**src/rtl/sum_accumulator.sv**
```systemverilog
// Frame accumulator: sums NUM_SAMPLES unsigned 5-bit beats, presents the total for one valid/ready handshake.
// Result valid one cycle after the final beat; the total holds in HOLD until out_ready, and beats stall while not in ACCUM.
`timescale 1ns/1ps
module sum_accumulator #(
  parameter int NUM_SAMPLES = 4,
  parameter int SUM_W       = 9
) (
  input  logic             clk,
  input  logic             rst,
  input  logic             start,
  input  logic [4:0]       in_result,
  input  logic             in_valid,
  output logic             in_ready,
  output logic [SUM_W-1:0] out_sum,
  output logic             out_valid,
  input  logic             out_ready,
  output logic             overflow,
  output logic             busy
);

  typedef enum logic [1:0] {
    IDLE  = 2'd0,
    ACCUM = 2'd1,
    HOLD  = 2'd2
  } state_e;

  localparam logic [4:0] LAST_CNT = 5'(NUM_SAMPLES - 1);

  state_e           state_q, state_d;
  logic [SUM_W-1:0] acc_q, acc_d;
  logic [4:0]       cnt_q, cnt_d;
  logic             ovf_q, ovf_d;
  logic [SUM_W:0]   sum_ext;

  // One extra bit captures the carry that flags overflow.
  assign sum_ext = {1'b0, acc_q} + {{(SUM_W - 4){1'b0}}, in_result};

  always_ff @(posedge clk or posedge rst) begin
    if (rst) begin
      state_q <= IDLE;
      acc_q   <= '0;
      cnt_q   <= '0;
      ovf_q   <= 1'b0;
    end else begin
      state_q <= state_d;
      acc_q   <= acc_d;
      cnt_q   <= cnt_d;
      ovf_q   <= ovf_d;
    end
  end

  always_comb begin
    state_d = state_q;
    acc_d   = acc_q;
    cnt_d   = cnt_q;
    ovf_d   = ovf_q;
    unique case (state_q)
      IDLE: begin
        if (start) begin
          acc_d   = '0;
          cnt_d   = '0;
          ovf_d   = 1'b0;
          state_d = ACCUM;
        end
      end
      ACCUM: begin
        if (in_valid) begin
          acc_d = sum_ext[SUM_W-1:0];
          cnt_d = cnt_q + 5'd1;
          if (sum_ext[SUM_W]) ovf_d = 1'b1;
          if (cnt_q == LAST_CNT) state_d = HOLD;
        end
      end
      HOLD: begin
        if (out_ready) state_d = IDLE;
      end
      default: state_d = IDLE;
    endcase
  end

  assign in_ready  = (state_q == ACCUM);
  assign out_valid = (state_q == HOLD);
  assign busy      = (state_q != IDLE);
  assign out_sum   = acc_q;
  assign overflow  = ovf_q;

endmodule

```
**config.mk**
```make
export PLATFORM = sky130hd
export DESIGN_NAME = sum_accumulator
export DESIGN_NICKNAME = d
export VERILOG_FILES = /design/src/rtl/sum_accumulator.sv
export SDC_FILE = /design/constraint.sdc
export NUM_CORES = 1
export LEC_CHECK = 0
export ABC_AREA = 0
export ABC_CLOCK_PERIOD_IN_PS = 2700
export CORE_MARGIN = 1.5
export CORE_UTILIZATION = 52
export CTS_CLUSTER_DIAMETER = 150
export DETAILED_ROUTE_END_ITERATION = 10
export PLACE_DENSITY = 0.84
export SLEW_MARGIN = 10
export SYNTH_ARGS = -nofsm -noshare
export SYNTH_HDL_FRONTEND = slang
export SYNTH_SLANG_ARGS = --single-unit
```
**constraint.sdc**
```tcl
create_clock -name clk -period 2.7 [get_ports clk]
set_input_delay 0.405 -clock clk [delete_from_list [all_inputs] [get_ports clk]]
set_output_delay 0.405 -clock clk [all_outputs]
set_load 0.05 [all_outputs]
```
==> metrics.csv <==
stage,metric,value,unit
run_status,status,"finished, final reports clean",
cells_and_area,post-layout instance area,1240,sq um
logic_synthesis,Post-synth EDFFs,0,
worst_setup_path,critical path class,flop to primary output,
floorplanning,die area,2140,sq um
logic_synthesis,share of the synthesized area in the top cell type,43.8,%
grt,All-Layer GR Usage,20.1,%
power_and_ir_drop,Switching Share,48.6,%
worst_setup_path,R2R depth,6,
routing,final WL,1.87,mm
logic_synthesis,Post-synth top flop,dfrtp_1,
worst_setup_path,crit-path max FO,7,
logic_synthesis,count of warnings emitted by yosys,0,
power_and_ir_drop,Switch Pwr,0.660,mW
worst_setup_path,Crit Reg-Reg Startpoint,out_sum[0]$_DFFE_PP0P_,
timing,part of the cycle the worst path needs,84.0,%
floorplanning,row cnt,15,
cells_and_area,"Cell Count, Final, Fillers Out",142,
grt,largest net degree at the start of global routing,18,
floorplanning,Starting Density,55.6,%
timing,Max Clock Freq,441,MHz
floorplanning,die height,46.2,um
cells_and_area,n_diodes,0,
placed_design,dpl cells,138,
grt,GRT overflow,0,
clock_tree,CTS Buffer Depth,2,
timing,# setup viols final,0,
placed_design,dpl ws,0.354,ns
logic_synthesis,Cells after Synth,93,
power_and_ir_drop,worst ir drop on vdd,765,uV
power_and_ir_drop,Pwr Total,1.36,mW
logic_synthesis,syn_area_per_cell,10.4,sq um
floorplanning,core box area,1750,sq um
logic_synthesis,Yosys reg bits,17,
timing,post-layout min period,2.27,ns
timing,Post-Route Skew,0.00773,ns
grt,first-pass GRT wire length,3.08,mm
cells_and_area,Nets,135,
cells_and_area,post-layout util,70.9,%
min_path,Hold Crit Class,input pin to async pin,
routing,DR pass1 iterations,4,
clock_tree,CTS tree,built,
logic_synthesis,Post-Syn Nets,110,
clock_tree,hold buffers post-CTS,0,
power_and_ir_drop,clock group share of total power,10.1,%
clock_tree,# resized after CTS,0,
worst_setup_path,CP endpoint kind,primary output,
clock_tree,CTS sink count,17,
logic_synthesis,leading area contributor after synthesis,dfrtp_1,
clock_tree,Num CTS Buffers,3,
logic_synthesis,sequential element share of the synthesized area,43.8,%
clock_tree,post-CTS setup buffers,0,
timing,pin slew with the least headroom to its limit,0.644,ns
routing,# DRC,0,
logic_synthesis,post-synth cell types,30,
power_and_ir_drop,Comb pwr share,58.5,%
floorplanning,io pins,23,
routing,wire length per cell,13.2,um
routing,Via density,5.49,
placed_design,input/output buffers,22,
grt,initial antenna violation count,0,
routing,vias,779,
clock_tree,"Clk pin slew, worst setup/hold paths",0.11,ns
routing,number of DRC markers in iteration 0,13,
logic_synthesis,cell area after synthesis,971,sq um
cells_and_area,"commonest non-fill, non-tap cell in the layout",clkdlybuf4s50_1,
worst_setup_path,Crit Reg-Reg Endpoint,out_sum[6]$_DFFE_PP0P_,
logic_synthesis,top post-synthesis cells by area,"dfrtp_1, ha_1, nand2_1",
power_and_ir_drop,internal power,0.699,mW
power_and_ir_drop,sequential power share,31.5,%
timing,worst rel slew slack,57.0,%
clock_tree,worst skew pair latency,0.29,ns
timing,Hold WS,0.491,ns
timing,"Hold Violations, Final",0,
cells_and_area,"commonest cells after routing, fill and taps aside","clkdlybuf4s50_1, dfrtp_1, nand2_1, o21ai_0",
logic_synthesis,async set or reset register ratio after synthesis,100,%
worst_setup_path,Worst Path Arrival,1.86,ns
power_and_ir_drop,pwr/cell area,1100,nW/um^2
timing,RSZ-0062 raised after global routing,no,
flow_run,max-cap viol count,0,
floorplanning,Die W,46.2,um
cells_and_area,fill count,135,
grt,vias in the first global route,740,
worst_setup_path,flop2flop setup slack,0.78,ns
cells_and_area,Area Growth Syn to Fin,27.4,%
timing,Max Transition Viols Final,0,
routing,Routed Antenna Nets,0,
worst_setup_path,Startpoint Class,flop,
timing,"crit path setup slack, layout",0.432,ns
placed_design,RePlAce Congestion,0.814,
clock_tree,Root Buffer Master,clkbuf_4,
placed_design,Post-DP HPWL,1.43,mm
clock_tree,Max H-tree Level,1,
cells_and_area,layout cells sized above 1,9.40,%
power_and_ir_drop,Pleak,0.580,nW
timing,Setup TNS,0,ns
worst_setup_path,WP data required,2.30,ns
placed_design,"Cell Area, Placed",1210,sq um
[worst max-delay path by stage]
stage | to | cells past startpoint | startpoint | slack (ns)
6_report | in_ready | 2 | state_q[0]$_DFFE_PP0P_ | 0.43
5_1_grt | in_ready | 2 | state_q[0]$_DFFE_PP0P_ | 0.34
2_1_floorplan | out_sum[6]$_DFFE_PP0P_ | 6 | out_sum[0]$_DFFE_PP0P_ | 0.64
3_5_place_dp | out_sum[6]$_DFFE_PP0P_ | 7 | in_result[0] | 0.35
4_1_cts | in_ready | 2 | state_q[0]$_DFFE_PP0P_ | 0.43
3_3_place_gp | out_sum[8]$_DFFE_PP0P_ | 7 | in_result[0] | 0.39
[synthesized netlist by cell type, types with 2 or more instances]
| library cell | n |
|---|---|
| nor2b_1 | 3 |
| mux2i_1 | 4 |
| xor2_1 | 4 |
| ha_1 | 6 |
| a22o_1 | 4 |
| o21ai_0 | 8 |
| nand4_1 | 3 |
| a21o_1 | 3 |
| or2_2 | 2 |
| dfrtp_1 | 17 |
| nor2_1 | 6 |
| a211oi_1 | 4 |
| nand2_1 | 11 |
| o211ai_1 | 2 |
[layout make-up]
class	count	area (sq um)	share of cell area (%)
multi-input combinational	73	529	42.8
sequential	17	425	34.4
timing repair buffer	22	220	17.8
tap	25	31.3	2.53
clock buffer	3	22.5	1.82
clock inverter	1	5.00	0.404
inverter	1	3.75	0.303
[power by group through the flow]
stage                     registers [mW]  logic, mW  clock network (mW)
after floorplan                    0.588      0.412                   0
after detailed placement           0.434      0.791                   0
after global placement             0.429      0.781                   0
after global routing               0.442      0.857               0.152
after CTS                          0.428      0.797               0.142
final                              0.427      0.795               0.137
[state kept, by name, indices dropped and copies added (netlist names)]
register and cells:
cnt_q 5, out_sum 9, overflow 1, state_q 2
[metal layers]
layer,vias up,share of wire [%],global-route usage (%)
met2,10,53,34.4
met3,0,2.2,2.75
met4,0,0,8.00
met1,383,45,25.2
met5,-,0,0
li1,386,-,-
[cells by family after synthesis]
kind of cell | synth area share [%]
muxes | 5.28
buffers and inverters | 1.67
xor gates and xnor gates | 3.61
DFF | 43.8
adders and majority gates | 9.79
and+or+nand+nor | 18.6
AOI/OAI and AO/OA | 17.3
[critical path, cell delays in order (launching register included)]
cell	delay (ns)
dfrtp_1	0.47
nor2b_1	0.25
clkdlybuf4s50_1	0.84
Power figures use the tool's default switching activity.
